===== src/rtl/ram_sdp_rd_streamer_if.sv =====
// Bus bundle for the RAM read streamer: command channel, RAM read port and output stream.
// The master modport is the streamer side; the slave modport is its environment.
interface ram_sdp_rd_streamer_if #(
  parameter int unsigned RD_ADDR_W = 6,
  parameter int unsigned RD_DATA_W = 32,
  parameter int unsigned LEN_W     = RD_ADDR_W + 1
);
  logic                 cmd_valid;
  logic                 cmd_ready;
  logic [RD_ADDR_W-1:0] cmd_addr;
  logic [LEN_W-1:0]     cmd_len;
  logic                 busy;
  logic                 ram_rd_en;
  logic [RD_ADDR_W-1:0] ram_rd_addr;
  logic [RD_DATA_W-1:0] ram_rd_data;
  logic                 m_valid;
  logic                 m_ready;
  logic [RD_DATA_W-1:0] m_data;
  logic                 m_last;

  modport master (
    input  cmd_valid, cmd_addr, cmd_len, ram_rd_data, m_ready,
    output cmd_ready, busy, ram_rd_en, ram_rd_addr, m_valid, m_data, m_last
  );

  modport slave (
    output cmd_valid, cmd_addr, cmd_len, ram_rd_data, m_ready,
    input  cmd_ready, busy, ram_rd_en, ram_rd_addr, m_valid, m_data, m_last
  );
endinterface


===== src/rtl/ram_sdp_rd_streamer.sv =====
// Burst read engine: issues sequential RAM reads, tracks the fixed read latency with a tag
// pipeline and streams the returned words through a credit-protected output FIFO.
module ram_sdp_rd_streamer #(
  parameter int unsigned RD_ADDR_W  = 6,
  parameter int unsigned RD_DATA_W  = 32,
  parameter int unsigned RD_LATENCY = 2,
  parameter int unsigned LEN_W      = RD_ADDR_W + 1
) (
  input logic                  clk,
  input logic                  rst_n,
  ram_sdp_rd_streamer_if.master bus
);

  localparam int unsigned FIFO_DEPTH = RD_LATENCY + 2;
  localparam int unsigned PtrW       = $clog2(FIFO_DEPTH);
  localparam int unsigned CntW       = $clog2(FIFO_DEPTH + 1);

  typedef enum logic [1:0] {StIdle, StIssue, StDrain} state_e;

  state_e                 state_q, state_d;
  logic [RD_ADDR_W-1:0]   addr_q, addr_d;
  logic [LEN_W-1:0]       remaining_q, remaining_d;
  logic [RD_LATENCY-1:0]  tag_vld_q, tag_vld_d;
  logic [RD_LATENCY-1:0]  tag_last_q, tag_last_d;
  logic [CntW-1:0]        inflight_q, inflight_d;
  logic [CntW-1:0]        fifo_cnt_q, fifo_cnt_d;
  logic [PtrW-1:0]        wr_ptr_q, wr_ptr_d;
  logic [PtrW-1:0]        rd_ptr_q, rd_ptr_d;
  logic [RD_DATA_W-1:0]   fifo_data_q [FIFO_DEPTH];
  logic                   fifo_last_q [FIFO_DEPTH];
  logic                   cmd_ready_q, cmd_ready_d;
  logic                   busy_q, busy_d;
  logic                   rd_en_q, rd_en_d;

  logic cmd_hs, credit_ok, issue, push, pop, fifo_nonempty;

  assign fifo_nonempty = (fifo_cnt_q != '0);
  assign cmd_hs        = bus.cmd_valid && cmd_ready_q;
  // A pop in the same cycle is deliberately not credited, so the FIFO can never overflow.
  assign credit_ok     = ({1'b0, fifo_cnt_q} + {1'b0, inflight_q}) < (CntW + 1)'(FIFO_DEPTH);
  assign issue         = (state_q == StIssue) && (remaining_q != '0) && credit_ok;
  assign push          = tag_vld_q[RD_LATENCY-1];
  assign pop           = fifo_nonempty && bus.m_ready;

  always_comb begin
    tag_vld_d     = '0;
    tag_last_d    = '0;
    tag_vld_d[0]  = issue;
    tag_last_d[0] = issue && (remaining_q == LEN_W'(1));
    for (int i = 1; i < int'(RD_LATENCY); i++) begin
      tag_vld_d[i]  = tag_vld_q[i-1];
      tag_last_d[i] = tag_last_q[i-1];
    end

    inflight_d = inflight_q + CntW'(issue) - CntW'(push);
    fifo_cnt_d = fifo_cnt_q + CntW'(push) - CntW'(pop);

    wr_ptr_d = wr_ptr_q;
    if (push) begin
      wr_ptr_d = (wr_ptr_q == PtrW'(FIFO_DEPTH - 1)) ? '0 : wr_ptr_q + PtrW'(1);
    end
    rd_ptr_d = rd_ptr_q;
    if (pop) begin
      rd_ptr_d = (rd_ptr_q == PtrW'(FIFO_DEPTH - 1)) ? '0 : rd_ptr_q + PtrW'(1);
    end

    state_d     = state_q;
    addr_d      = addr_q;
    remaining_d = remaining_q;
    case (state_q)
      StIdle: begin
        if (cmd_hs) begin
          if (bus.cmd_len != '0) begin
            addr_d      = bus.cmd_addr;
            remaining_d = bus.cmd_len;
            state_d     = StIssue;
          end else begin
            state_d = StDrain;
          end
        end
      end
      StIssue: begin
        if (issue) begin
          addr_d      = addr_q + RD_ADDR_W'(1);
          remaining_d = remaining_q - LEN_W'(1);
          if (remaining_q == LEN_W'(1)) state_d = StDrain;
        end
      end
      StDrain: begin
        if ((inflight_d == '0) && (fifo_cnt_d == '0)) state_d = StIdle;
      end
      default: state_d = StIdle;
    endcase

    cmd_ready_d = (state_d == StIdle);
    busy_d      = (state_d != StIdle);
    // A zero-length burst passes through DRAIN straight from IDLE without touching the RAM.
    rd_en_d     = (state_d == StIssue) || ((state_d == StDrain) && (state_q != StIdle));
  end

  always_ff @(posedge clk or negedge rst_n) begin
    if (!rst_n) begin
      state_q     <= StIdle;
      addr_q      <= '0;
      remaining_q <= '0;
      tag_vld_q   <= '0;
      tag_last_q  <= '0;
      inflight_q  <= '0;
      fifo_cnt_q  <= '0;
      wr_ptr_q    <= '0;
      rd_ptr_q    <= '0;
      cmd_ready_q <= 1'b0;
      busy_q      <= 1'b0;
      rd_en_q     <= 1'b0;
      for (int i = 0; i < int'(FIFO_DEPTH); i++) begin
        fifo_data_q[i] <= '0;
        fifo_last_q[i] <= 1'b0;
      end
    end else begin
      state_q     <= state_d;
      addr_q      <= addr_d;
      remaining_q <= remaining_d;
      tag_vld_q   <= tag_vld_d;
      tag_last_q  <= tag_last_d;
      inflight_q  <= inflight_d;
      fifo_cnt_q  <= fifo_cnt_d;
      wr_ptr_q    <= wr_ptr_d;
      rd_ptr_q    <= rd_ptr_d;
      cmd_ready_q <= cmd_ready_d;
      busy_q      <= busy_d;
      rd_en_q     <= rd_en_d;
      if (push) begin
        fifo_data_q[wr_ptr_q] <= bus.ram_rd_data;
        fifo_last_q[wr_ptr_q] <= tag_last_q[RD_LATENCY-1];
      end
    end
  end

  assign bus.cmd_ready   = cmd_ready_q;
  assign bus.busy        = busy_q;
  assign bus.ram_rd_en   = rd_en_q;
  assign bus.ram_rd_addr = addr_q;
  assign bus.m_valid     = fifo_nonempty;
  assign bus.m_data      = fifo_nonempty ? fifo_data_q[rd_ptr_q] : '0;
  assign bus.m_last      = fifo_nonempty && fifo_last_q[rd_ptr_q];

  a_no_overflow: assert property (@(posedge clk) disable iff (!rst_n)
    !(push && !pop && (fifo_cnt_q == CntW'(FIFO_DEPTH))));

endmodule


===== src/flat_wrapper.sv =====
// flat-port wrapper written by rule: the top's interface ports become plain ports
module ram_sdp_rd_streamer_flat 
#(
  parameter int unsigned RD_ADDR_W  = 6,
  parameter int unsigned RD_DATA_W  = 32,
  parameter int unsigned RD_LATENCY = 2,
  parameter int unsigned LEN_W      = RD_ADDR_W + 1
)
  (clk, rst_n, bus_cmd_valid, bus_cmd_addr, bus_cmd_len, bus_ram_rd_data, bus_m_ready, bus_cmd_ready, bus_busy, bus_ram_rd_en, bus_ram_rd_addr, bus_m_valid, bus_m_data, bus_m_last);
  ram_sdp_rd_streamer_if #(.RD_ADDR_W(RD_ADDR_W), .RD_DATA_W(RD_DATA_W), .LEN_W(LEN_W)) bus_i ();
  input logic clk;
  input logic rst_n;
  input wire logic [$bits(bus_i.cmd_valid)-1:0] bus_cmd_valid;
  input wire logic [$bits(bus_i.cmd_addr)-1:0] bus_cmd_addr;
  input wire logic [$bits(bus_i.cmd_len)-1:0] bus_cmd_len;
  input wire logic [$bits(bus_i.ram_rd_data)-1:0] bus_ram_rd_data;
  input wire logic [$bits(bus_i.m_ready)-1:0] bus_m_ready;
  output wire logic [$bits(bus_i.cmd_ready)-1:0] bus_cmd_ready;
  output wire logic [$bits(bus_i.busy)-1:0] bus_busy;
  output wire logic [$bits(bus_i.ram_rd_en)-1:0] bus_ram_rd_en;
  output wire logic [$bits(bus_i.ram_rd_addr)-1:0] bus_ram_rd_addr;
  output wire logic [$bits(bus_i.m_valid)-1:0] bus_m_valid;
  output wire logic [$bits(bus_i.m_data)-1:0] bus_m_data;
  output wire logic [$bits(bus_i.m_last)-1:0] bus_m_last;
  assign bus_i.cmd_valid = bus_cmd_valid;
  assign bus_i.cmd_addr = bus_cmd_addr;
  assign bus_i.cmd_len = bus_cmd_len;
  assign bus_i.ram_rd_data = bus_ram_rd_data;
  assign bus_i.m_ready = bus_m_ready;
  assign bus_cmd_ready = bus_i.cmd_ready;
  assign bus_busy = bus_i.busy;
  assign bus_ram_rd_en = bus_i.ram_rd_en;
  assign bus_ram_rd_addr = bus_i.ram_rd_addr;
  assign bus_m_valid = bus_i.m_valid;
  assign bus_m_data = bus_i.m_data;
  assign bus_m_last = bus_i.m_last;
  ram_sdp_rd_streamer #(.RD_ADDR_W(RD_ADDR_W), .RD_DATA_W(RD_DATA_W), .RD_LATENCY(RD_LATENCY), .LEN_W(LEN_W)) u_core (.clk(clk), .rst_n(rst_n), .bus(bus_i));
endmodule

===== config.mk =====
export PLATFORM = sky130hd
export DESIGN_NAME = ram_sdp_rd_streamer_flat
export DESIGN_NICKNAME = d
export VERILOG_FILES = /design/src/rtl/ram_sdp_rd_streamer_if.sv /design/src/rtl/ram_sdp_rd_streamer.sv /design/src/flat_wrapper.sv
export SDC_FILE = /design/constraint.sdc
export NUM_CORES = 1
export LEC_CHECK = 0
export CAP_MARGIN = 40
export CORE_MARGIN = 4
export CORE_UTILIZATION = 56
export DETAILED_ROUTE_END_ITERATION = 6
export PLACE_DENSITY = 0.82
export SLEW_MARGIN = 25
export SYNTH_ARGS = -nofsm -noshare
export SYNTH_HDL_FRONTEND = slang
export SYNTH_SLANG_ARGS = --single-unit

===== constraint.sdc =====
create_clock -name clk -period 4 [get_ports clk]
set_clock_uncertainty 0.15 [all_clocks]
set_input_delay 0.6 -clock clk [delete_from_list [all_inputs] [get_ports clk]]
set_output_delay 0.6 -clock clk [all_outputs]
set_load 0.01 [all_outputs]

==> results.py, run 1 <==
metrics = {
    "global_routing": {
        "grt_max_degree": 92,
        "grt_pass1_vias": 5202,
        "gr-total-overflow": 0,
        "track_usage_pct": 21.13,
        "antenna_found_initial": 0,
        "grt_pass1_wl_mm": 26.30,
    },
    "clock_network": {
        "cts_tree": "yes",
        "cts_setup_buffers": 0,
        "post_cts_resized": 0,
        "clock_sinks": 164,
        "cts-root-buf": "clkbuf_16",
        "cts_max_level": 4,
        "cts_buffer_depth": 2,
        "cts_buffers": 17,
        "insertion_delay_ps": 420,
        "clk_pin_slew_ps": 60,
        "cts_hold_buf": 0,
    },
    "logic_synthesis": {
        "synth_seq_cells": 164,
        "seq_area_frac_synth_pct": 53.70,
        "synthArstFlopShare_pct": 100.0,
        "synth.distinct_cells": 44,
        "synth-edff-count": 0,
        "synth_top_area_share_pct": 53.70,
        "ys.flop_type": "dfrtp_1",
        "syn_avg_cell_area_um2": 14.37,
        "yosysWarnings": 0,
        "syn-instance-count": 532,
        "yosys-top-cells-area": "dfrtp_1 (54%), mux2_2 (20%), mux4_2 (9.7%), and2_1 (2.7%), ha_1 (2.3%)",
        "syn_nets": 597,
        "syn_area_mm2": 0.007642,
        "yosys.area.top_type": "dfrtp_1",
    },
    "pwr": {
        "clkPwrFrac_pct": 19.4,
        "p_int_uw": 5680,
        "leakage_uw": 0.003942,
        "comb_power_share_pct": 45.0,
        "p_total_uw": 8217,
        "ir_worst_vdd_mv": 0.5231,
        "p_switching_uw": 2537,
        "power_density_mw_per_mm2": 873.6,
        "swShare_pct": 30.87,
        "power_frac_seq_pct": 35.6,
    },
    "floorplan": {
        "core_mm2": 0.01330,
        "die_h_um": 124.8,
        "die_w_um": 124.8,
        "start_util_pct": 57.48,
        "ios": 92,
        "rows": 42,
        "die_area_mm2": 0.01558,
    },
    "detailed_routing": {
        "drtIter0Drc": 395,
        "via_per_inst": 5.883,
        "vias": 4783,
        "drc": 0,
        "wire_per_inst_um": 19.33,
        "drt_pass1_iterations": 4,
        "ant_nets": 0,
        "routed_wl_mm": 15.71,
    },
    "finish": {
        "nFillCells": 870,
        "regArea_mm2": 0.004106,
        "drive_gt1_share_pct": 34.54,
        "final_cell_mix": "dfrtp_1 (162), mux2_2 (134), clkdlybuf4s50_1 (90)",
        "final_core_util_pct": 70.74,
        "antenna_cells": 0,
        "multiInputGateArea_mm2": 0.003354,
        "mostFrequentLayoutCell": "dfrtp_1",
        "nets": 689,
        "area_growth_pct": 23.07,
    },
    "run_status": {
        "status": "finished, final reports clean",
    },
    "placed_design": {
        "port_buffers": 91,
        "place_congestion": 0.8150,
        "hpwl_mm": 10.16,
    },
    "worst_setup_path": {
        "worstSetupPathType": "flop to flop",
        "cp-end-kind": "flop",
        "r2r-start": "u_core.remaining_q[0]",
        "start_kind": "flop",
        "critPathMaxFanout": 5,
        "cp_data_required_time_ps": 4140,
        "crit_start": "u_core.remaining_q[0]",
        "crit_arrival_ps": 3780,
    },
    "min_path": {
        "hp-class": "input port to async pin",
    },
    "timing": {
        "setup_viol": 0,
        "tns_ps": 0,
        "rsz0062_at_grt": "no",
        "fin_crit_sh_pct": 91.02,
        "finalHoldViolations": 0,
        "finalMaxSlewViolations": 0,
        "tightest_slew_ps": 695.0,
        "max_freq_ghz": 0.2747,
        "maxSlewHeadroom_pct": 53.67,
        "post-route-min-period_ps": 3641,
    },
    "flow_run": {
        "max-cap-violations": 0,
    },
}
## critical path, cell delays in order (launching register included)
cell	delay, ps
dfrtp_1	390
inv_1	70
ha_1	240
nor3b_1	190
and3b_1	250
nor2_1	280
ha_1	200
inv_1	50
fa_1	470
inv_1	50
or4_4	520
o311ai_4	270
or3b_1	380
## metrics by stage
stage / area (um2) / std cells / hold slack (ps) / setup slack [ps]
floorplan: 7642 / 532 / 154.4 / 601.1
global placement: 8723 / 775 / 184.6 / 452.7
detailed placement: 8815 / 780 / 192.6 / 383.7
CTS: 9394 / 812 / 75.50 / 372.3
global route: 9405 / 813 / 83.39 / 205.4
finish: 9405 / 813 / 40.58 / 359.1
## synth_stat cells (all sizes together), types with 2 or more instances
cell    count
nor2        6
a21oi       7
buf        21
or3         3
nand2b      2
o21ai       5
a22oi       2
nand2      19
o211ai      7
o21a        2
fa          2
mux4       33
nand3      14
inv        14
nor3b       5
nor4        2
mux2      134
ha         14
and2       33
xnor2       4
clkbuf     10
o221ai      5
dfrtp     164
nor3        7
## final timing paths
check / to / slack (ps) / cells after the start
setup / recovery: u_core.state_q[1] / 360 / 12
hold / removal: u_core.fifo_data_q[103] / 40 / 1
setup reg to reg: u_core.state_q[1] / 360 / 12
hold reg to reg: u_core.tag_last_q[1] / 210 / 0
max in group asynchronous: u_core.fifo_data_q[112] / 2740 / 2
min in group clk: u_core.tag_last_q[1] / 210 / 0
## routing by layer
layer	track usage, %	part of all wire [%]	vias up
li1	-	-	2136
met1	26.47	41	2515
met2	36.45	53	115
met3	5.703	4.5	17
met4	5.804	1.3	0
met5	0	0	-
## state kept, by name (all words and copies together) (netlist names), 2 cells and up
signal / cells
u_core.bus.ram_rd_addr: 6
u_core.fifo_cnt_q: 3
u_core.tag_vld_q: 2
u_core.tag_last_q: 2
u_core.inflight_q: 3
u_core.remaining_q: 7
u_core.rd_ptr_q: 2
u_core.wr_ptr_q: 2
u_core.fifo_last_q: 4
u_core.fifo_data_q: 128
u_core.state_q: 2
## kinds of logic after synthesis
family | Yosys count | share of synthesized area [%]
multiplexers | 168 | 29.60
AO/OA/AOI/OAI | 36 | 3.569
buffers and inverters | 45 | 2.538
adder cells (fa/ha/maj) | 16 | 2.816
AND/OR/NAND/NOR | 99 | 7.318
flip-flops | 164 | 53.70
XOR/XNOR | 4 | 0.4584
## final cells by class
| cell class | instances | area share [%] |
|---|---|---|
| multi-input cells | 323 | 35.67 |
| well taps | 176 | 2.341 |
| inverters | 14 | 0.5587 |
| clock inverters | 10 | 1.117 |
| repair buffers | 104 | 11.61 |
| clock buffers | 22 | 5.042 |
| flip-flops and latches | 164 | 43.66 |
## power groups by stage
stage | Clock (uW) | Sequential [uW] | Combinational [uW]
after floorplan | 0 | 2720 | 2510
after global placement | 0 | 2870 | 3580
after detailed placement | 0 | 2940 | 3720
after CTS | 1620 | 2920 | 3760
after global routing | 1700 | 3010 | 4020
final | 1590 | 2920 | 3700
Note: power is estimated with default switching activity, not from simulation.
==> inputs of run 2 (changes only) <==
==> constraint.sdc (replaced) <==
create_clock -name clk -period 4 [get_ports clk]
set_clock_uncertainty 0.15 [all_clocks]
set_input_delay 0.6 -clock clk [delete_from_list [all_inputs] [get_ports clk]]
set_output_delay 0.6 -clock clk [all_outputs]
set_load 0.005 [all_outputs]
==> results.py, run 2 (synthesized netlist as in run 1, its figures left out) <==
metrics = {
    "clock_network": {
        "cts_hold_buf": 0,
        "cts_buffer_depth": 2,
        "cts-root-buf": "clkbuf_16",
        "cts_max_level": 4,
        "clk_pin_slew_ps": 60,
        "post_cts_resized": 0,
        "cts_setup_buffers": 0,
        "clock_sinks": 164,
        "insertion_delay_ps": 420,
        "cts_buffers": 17,
        "cts_tree": "yes",
    },
    "worst_setup_path": {
        "crit_arrival_ps": 3870,
        "slowest_stage": "or4_4",
        "path_cells": "inv_1, ha_1, nor3b_1, and3b_1, nor2_1, ha_1, inv_1, fa_1, inv_1, or4_4, o311ai_4, or3b_1",
        "cpPeakStageDelay_ps": 520,
        "cp_data_required_time_ps": 4150,
        "worstSetupPathType": "flop to flop",
        "cp_top_family": "simple AND/OR/NAND/NOR gates",
        "cp-end-kind": "flop",
        "critPathMaxFanout": 5,
        "path_buf_inv": 3,
        "start_kind": "flop",
        "crit_top_cell": "inv_1",
    },
    "timing": {
        "tightest_slew_ps": 697.0,
        "fin_crit_sh_pct": 92.97,
        "max_freq_ghz": 0.2689,
        "rsz0062_at_grt": "no",
        "post-route-min-period_ps": 3719,
        "setup_viol": 0,
        "tns_ps": 0,
        "finalHoldViolations": 0,
        "finalMaxSlewViolations": 0,
        "maxSlewHeadroom_pct": 53.53,
    },
    "finish": {
        "drive_gt1_share_pct": 34.85,
        "regMostFlops": "u_core.fifo_data_q",
        "mostFrequentLayoutCell": "dfrtp_1",
        "final_cell_area_mm2": 0.009474,
        "nets": 689,
        "area_growth_pct": 23.97,
        "final_core_util_pct": 71.26,
        "antenna_cells": 0,
        "largest_reg_flops": 128,
        "nFillCells": 870,
        "final_cell_mix": "dfrtp_1 (162), mux2_2 (134), clkdlybuf4s50_1 (90)",
    },
    "pwr": {
        "p_int_uw": 5831,
        "swShare_pct": 29.40,
        "ir_worst_vdd_mv": 0.5269,
        "p_switching_uw": 2428,
        "power_frac_seq_pct": 35.4,
        "comb_power_share_pct": 43.1,
        "leakage_uw": 0.003964,
        "clkPwrFrac_pct": 21.5,
        "power_density_mw_per_mm2": 871.8,
    },
    "placed_design": {
        "place_congestion": 0.8148,
        "postPlaceCellArea_mm2": 0.008815,
        "hpwl_mm": 10.25,
        "port_buffers": 91,
    },
    "detailed_routing": {
        "drt_pass1_iterations": 4,
        "met2_length_mm": 8.278,
        "ant_nets": 0,
        "drc": 0,
        "routed-wl-met3_um": 628,
        "drtIter0Drc": 494,
        "wire_per_inst_um": 19.52,
        "via_per_inst": 5.879,
        "routed.top_layer": "met4",
        "routed_wl_mm": 15.87,
        "met1Wirelength_mm": 6.724,
        "vias": 4780,
    },
    "run_status": {
        "status": "finished, final reports clean",
    },
    "floorplan": {
        "die_w_um": 124.8,
        "ios": 92,
        "rows": 42,
        "core_mm2": 0.01330,
        "die_area_mm2": 0.01558,
        "start_util_pct": 57.48,
        "die_h_um": 124.8,
    },
    "global_routing": {
        "gr-total-overflow": 0,
        "grt_pass1_vias": 5213,
        "grt_max_degree": 92,
        "track_usage_pct": 21.37,
        "antenna_found_initial": 0,
        "grt_pass1_wl_mm": 26.42,
    },
    "min_path": {
        "hp-class": "input port to async pin",
    },
    "flow_run": {
        "max-cap-violations": 0,
    },
}
[run 2: cell types whose count changed in the layout (fill, tap and decap cells not counted), sizes merged]
cell      delta
clkbuf       -4
bufinv       +3
clkinvlp     +2
clkinv       -1
[run 2: per-layer routing]
layer,GRT usage [%],up-vias
li1,-,2137
met1,27.04,2471
met2,36.74,140
met3,5.146,32
met4,6.441,0
met5,0,-
[run 2: power by group through the flow]
| stage | sequential [uW] | combinational, uW | clock (uW) |
|---|---|---|---|
| final | 2930 | 3560 | 1770 |
| after floorplan | 2710 | 2370 | 0 |
| after global placement | 2870 | 3440 | 0 |
| after global routing | 3010 | 3880 | 1870 |
| after detailed placement | 2940 | 3580 | 0 |
| after CTS | 2920 | 3610 | 1800 |
[run 2: final cells by class]
cell class                 count  area (um2)  share of cell area (%)
clock buffer                  18       439.2                   4.635
clock inverter                14       209.0                   2.205
inverter                      14       52.55                  0.5547
multi-input combinational    323        3354                   35.41
sequential                   164        4106                   43.34
tap                          176       220.2                   2.324
timing repair buffer         104        1092                   11.53
[run 2: path summary, 6_finish.rpt]
path                                  startpoint                       to  slack (ps)  depth (start not counted)
max                        u_core.remaining_q[0]        u_core.state_q[1]         280                         12
max reg2reg                u_core.remaining_q[0]        u_core.state_q[1]         280                         12
min                                        rst_n  u_core.fifo_data_q[103]          40                          1
min reg2reg                  u_core.tag_vld_q[0]      u_core.tag_vld_q[1]         220                          0
min in group clk             u_core.tag_vld_q[0]      u_core.tag_vld_q[1]         220                          0
max in group asynchronous                  rst_n   u_core.fifo_data_q[80]        2750                          2
[run 2: worst reg2reg max path: stages (launching register included)]
cell	delay [ps]
dfrtp_1	400
inv_1	90
ha_1	260
nor3b_1	190
and3b_1	240
nor2_1	310
ha_1	210
inv_1	50
fa_1	470
inv_1	50
or4_4	520
o311ai_4	270
or3b_1	370
[run 2: per-stage QoR]
stage / power [uW] / cells / setup slack, ps / hold slack (ps)
floorplan: 5080 / 532 / 601.1 / 154.4
global placement: 6302 / 775 / 452.6 / 184.6
detailed placement: 6523 / 780 / 378.8 / 192.6
CTS: 8330 / 812 / 331.3 / 63.67
global route: 8759 / 813 / 166.2 / 79.19
finish: 8260 / 813 / 281.4 / 36.58
==> patch 1 (flow settings as in run 2) <==
`RD_DATA_W` is set to 32 in 3 places; all go to 40.
--- a/src/rtl/ram_sdp_rd_streamer_if.sv
+++ b/src/rtl/ram_sdp_rd_streamer_if.sv
@@ -4,3 +4,3 @@
   parameter int unsigned RD_ADDR_W = 6,
-  parameter int unsigned RD_DATA_W = 32,
+  parameter int unsigned RD_DATA_W = 40,
   parameter int unsigned LEN_W     = RD_ADDR_W + 1
--- a/src/rtl/ram_sdp_rd_streamer.sv
+++ b/src/rtl/ram_sdp_rd_streamer.sv
@@ -4,3 +4,3 @@
   parameter int unsigned RD_ADDR_W  = 6,
-  parameter int unsigned RD_DATA_W  = 32,
+  parameter int unsigned RD_DATA_W  = 40,
   parameter int unsigned RD_LATENCY = 2,
--- a/src/flat_wrapper.sv
+++ b/src/flat_wrapper.sv
@@ -4,3 +4,3 @@
   parameter int unsigned RD_ADDR_W  = 6,
-  parameter int unsigned RD_DATA_W  = 32,
+  parameter int unsigned RD_DATA_W  = 40,
   parameter int unsigned RD_LATENCY = 2,
Interface: changed (resized bus_m_data and bus_ram_rd_data); port bits go from 92 to 108. The function was not compared with the original's and may differ.
==> patch 1 against run 2 <==
Cell area rose by 17%; synthesized area up 19%; routed wire length is 19% higher; setup slack improved by 140 ps; via count up 16%; sequential cell count rose by 32; die area rose by 18%; clock power shrank 6%; power up 15%; largest cell class unchanged; highest routed layer unchanged.
==> patch 1: results (changes against run 2) <==
logic_synthesis:
  synth_area_leaders: "dfrtp_1, mux2_2, mux4_2, and2_1, ha_1"  # unchanged
  synth_adder_area_share_pct: 2.367  # was 2.816%
  synthMuxAreaShare_pct: 30.87  # was 29.60%
  syn-num-nets: 694  # was 597
  yosys.area_share.xor_xnor_pct: 0.5229  # was 0.4584%
  synth_cells: 621  # was 532
  synth_compound_gate_area_share_pct: 3.000  # was 3.569%
  synth-seq-area-share_pct: 53.94  # was 53.70%
placed_design:
  pre_cts_ws_ps: 487.0  # was 378.8 ps
  portBuffers: 107  # was 91
  dp.cells: 919  # was 780
  gp_congestion: 0.7964  # was 0.8148
  dp_hpwl_mm: 12.17  # was 10.25 mm
sta:
  relSlewSlack_pct: 43.41  # was 53.53%
  hold_slack_ps: 199.9  # was 36.58 ps
  fin_crit_ps: 3580  # was 3719 ps
run_status:
  status: "complete, no violations"  # unchanged
grt:
  grt_usage_pct: 21.86  # was 21.37%
  grt_max_degree: 105  # was 92
  grt_pass1_vias: 6184  # was 5,213
  grt_pass1_wl_mm: 31.23  # was 26.42 mm
critical_path:
  r2r-end: "u_core.bus.ram_rd_en"  # was u_core.state_q[1]
  worstReg2RegStart: "u_core.fifo_cnt_q[1]"  # was u_core.remaining_q[0]
  crit_fanout: 9  # was 5
  reg2reg_depth: 11  # was 12
  regToRegSetupSlack_ps: 420  # was 280 ps
detailed_routing:
  wl_mm: 18.86  # was 15.87 mm
  dr_wl_met3_um: 779  # was 628 µm
  viasPerCell: 5.803  # was 5.879
  route.met2.wl_mm: 9.775  # was 8.278 mm
  first_iter_violations: 267  # was 494
hold_path:
  min_path_type: "reg -> reg"  # was in -> async
cells_and_area:
  layout-drive-gt1-share_pct: 35.82  # was 34.85%
power:
  leakagePower_nw: 4.618  # was 3.964 nW
[patch 1: changes by cell type after synthesis, sizes merged, moves of 4 or more]
cell,change
mux2,+32
mux4,+8
nor2b,+4
and2,+10
clkbuf,+5
dfrtp,+32
nand3,-5
xnor2,-4
[patch 1: what timing repair did]
action	in CTS	in global routing
setup endpoints to repair	0	0
resized for setup	0	0
hold buffers	0	1
endpoints found under the hold margin	0	10
[patch 1: layout make-up]
cell class	instances	area (µm²)
Inverter	14	52.55
Multi-Input combinational cell	374	3990
Clock inverter	9	103.9
Timing Repair Buffer	122	1255
Tap cell	216	270.3
Fill cell	1090	4830
Clock buffer	22	474.2
Sequential cell	196	4910
[patch 1: metal layers]
| metal | GRT usage [%] | up-vias |
|---|---|---|
| met1 | 28.67 | 2901 |
| met4 | 6.327 | 0 |
| met2 | 37.17 | 133 |
| met5 | 0 | - |
| met3 | 4.606 | 19 |
| li1 | - | 2477 |
[patch 1: power by group]
group          switching, mW  total, mW  leakage [nW]  internal [mW]
registers              0.611       3.57          2.29           2.96
clock network          0.695       1.66         0.282          0.964
logic                   1.52       4.30          2.05           2.78
[patch 1: worst max path at each step]
stage | to | slack [ps] | start
2_1_floorplan | u_core.bus.busy | 930 | u_core.fifo_cnt_q[1]
3_3_place_gp | u_core.bus.ram_rd_en | 630 | u_core.fifo_cnt_q[1]
3_5_place_dp | u_core.bus.ram_rd_en | 490 | u_core.fifo_cnt_q[1]
4_1_cts | u_core.bus.ram_rd_en | 440 | u_core.fifo_cnt_q[1]
5_1_grt | u_core.bus.ram_rd_en | 230 | u_core.fifo_cnt_q[2]
6_report | u_core.bus.ram_rd_en | 420 | u_core.fifo_cnt_q[1]
==> patch 2 (flow settings as in run 2) <==
Without the edit above. Take the reset off `addr_q` and load it in a clocked block of its own.
--- a/src/rtl/ram_sdp_rd_streamer.sv
+++ b/src/rtl/ram_sdp_rd_streamer.sv
@@ -103,3 +103,2 @@
       state_q     <= StIdle;
-      addr_q      <= '0;
       remaining_q <= '0;
@@ -120,3 +119,2 @@
       state_q     <= state_d;
-      addr_q      <= addr_d;
       remaining_q <= remaining_d;
@@ -138,2 +136,6 @@
 
+  always_ff @(posedge clk) begin
+    addr_q <= addr_d;
+  end
+
   assign bus.cmd_ready   = cmd_ready_q;
Formal check against the unedited RTL: differs if rst_n is asserted again (counterexample within 4 cycles, from zero or initial values and one cycle with rst_n low); with rst_n held inactive, the same outputs for 10 cycles.
==> patch 2 against run 2 <==
Sequential cell count unchanged; power down 1.9%; synthesized area down 0.80%; routed wire length down 2.1%; cell area down 0.95%; highest routed layer unchanged; setup slack better by 42 ps; first-iteration DRC count down 42%; clock power down 13%; critical path type unchanged; global-route usage up 0.074 points.
==> patch 2: results (changes against run 2) <==
critical_path:
  crit_fanout: 4  # was 5
  r2r-end: "u_core.bus.ram_rd_en"  # was u_core.state_q[1]
  slowest_stage: "or3b_2"  # was or4_4
  reg2reg_depth: 11  # was 12
  regToRegSetupSlack_ps: 320  # was 280 ps
grt:
  grt_pass1_vias: 5119  # was 5,213
  grt_usage_pct: 21.44  # was 21.37%
  grt_pass1_wl_mm: 26.40  # was 26.42 mm
power:
  leakagePower_nw: 3.903  # was 3.964 nW
  switchingPower_mw: 2.366  # was 2.428 mW
  ir_worst_vdd_uv: 482.2  # was 526.9 µV
placed_design:
  dp_hpwl_mm: 10.05  # was 10.25 mm
  dp.cells: 766  # was 780
  gp_congestion: 0.8034  # was 0.8148
  pre_cts_ws_ps: 210.4  # was 378.8 ps
sta:
  setup_viol: 0  # unchanged
  relSlewSlack_pct: 60.73  # was 53.53%
cells_and_area:
  final_cell_count_no_fill: 800  # was 813
  largest_register_ffs: 128  # unchanged
  layout-drive-gt1-share_pct: 35.10  # was 34.85%
  fillCellCount: 922  # was 870
  nets: 677  # was 689
logic_synthesis:
  ys_top_cells_by_count: "dfrtp_1, mux2_2, and2_1, mux4_2, nand2_1"  # unchanged
  synth_edf_count: 6  # was 0
  synth-seq-area-share_pct: 54.53  # was 53.70%
  syn-num-nets: 584  # was 597
  synth_cell_type_count: 43  # was 44
  synth_area_leaders: "dfrtp_1, mux2_2, mux4_2, and2_1, edfxtp_1"  # was dfrtp_1, mux2_2, mux4_2, and2_1, ha_1
  syn_avg_cell_area_um2: 14.61  # was 14.37 µm²
detailed_routing:
  viasPerCell: 5.733  # was 5.879
  wl_per_cell_um: 19.41  # was 19.52 µm
clocking:
  cts_made_buffers: 17  # unchanged
hold_path:
  min_path_cells: 0
  min_path_type: "reg -> reg"  # was in -> async
run_status:
  status: "complete, no violations"  # unchanged
-- patch 2: cell count changes after synthesis, moves of 3 or more --
cell,change
nor3b_1,-3
o211ai_1,-3
buf_1,+7
dfrtp_1,-6
edfxtp_1,+6
nor2_1,+3
o221ai_1,-4
o21ai_0,+4
buf_2,-10
-- patch 2: layout make-up --
| type | instances | area (µm²) | area share, % |
|---|---|---|---|
| clock buffer | 27 | 513.0 | 5.467 |
| tap | 176 | 220.2 | 2.347 |
| clock inverter | 4 | 45.04 | 0.4800 |
| inverter | 14 | 55.05 | 0.5867 |
| timing repair buffer | 103 | 1124 | 11.97 |
| sequential | 164 | 4136 | 44.08 |
| multi-input combinational | 312 | 3291 | 35.07 |
-- patch 2: kinds of logic after synthesis --
| kind of cell | share of synthesized area, % |
|---|---|
| AOI/OAI and AO/OA | 2.839 |
| xor gates and xnor gates | 1.056 |
| adders and majority gates | 2.839 |
| buffers and inverters | 2.228 |
| DFF | 54.53 |
| muxes | 29.69 |
| and+or+nand+nor | 6.816 |
-- patch 2: worst max-delay path by stage --
stage / depth (start not counted) / start / slack, ps / end
CTS: 11 / u_core.remaining_q[0] / 210 / u_core.bus.ram_rd_en
floorplan: 11 / u_core.remaining_q[0] / 560 / u_core.bus.ram_rd_en
finish: 11 / u_core.remaining_q[0] / 320 / u_core.bus.ram_rd_en
global route: 11 / u_core.remaining_q[0] / 90 / u_core.bus.ram_rd_en
detailed placement: 11 / u_core.remaining_q[0] / 210 / u_core.bus.ram_rd_en
global placement: 11 / u_core.remaining_q[0] / 370 / u_core.bus.ram_rd_en
-- patch 2: routing by layer --
layer  track usage, %  up-vias  wire length (µm)
li1                 -     2065                 -
met1            27.99     2376              6701
met2            34.99      123              7762
met3            5.232       22               781
met4            8.188        0               284
met5                0        -                 0
-- patch 2: through the flow --
step / hold slack [ps] / instance area (µm²) / util [%]
final: 203.9 / 9384 / 70.86
after global routing: 217.3 / 9384 / 70.86
after CTS: 131.5 / 9333 / 70.47
after detailed placement: 193.5 / 8775 / 66.26
after global placement: 185.3 / 8667 / 65.45
after floorplan: 154.4 / 7581 / -
-- patch 2: power by group through the flow --
stage                     sequential (mW)  combinational (mW)  clock, mW
after floorplan                      2.78                2.30          0
final                                2.98                3.58       1.54
after global routing                 3.07                3.91       1.65
after detailed placement             2.99                3.62          0
after global placement               2.96                3.40          0
after CTS                            2.98                3.64       1.57
-- patch 2: timing repair --
| item | in CTS | in global routing |
|---|---|---|
| gates resized for setup | 0 | 1 |
| hold endpoints to repair | 0 | 13 |
| setup endpoints to repair | 0 | 1 |
| hold buffers | 0 | 1 |
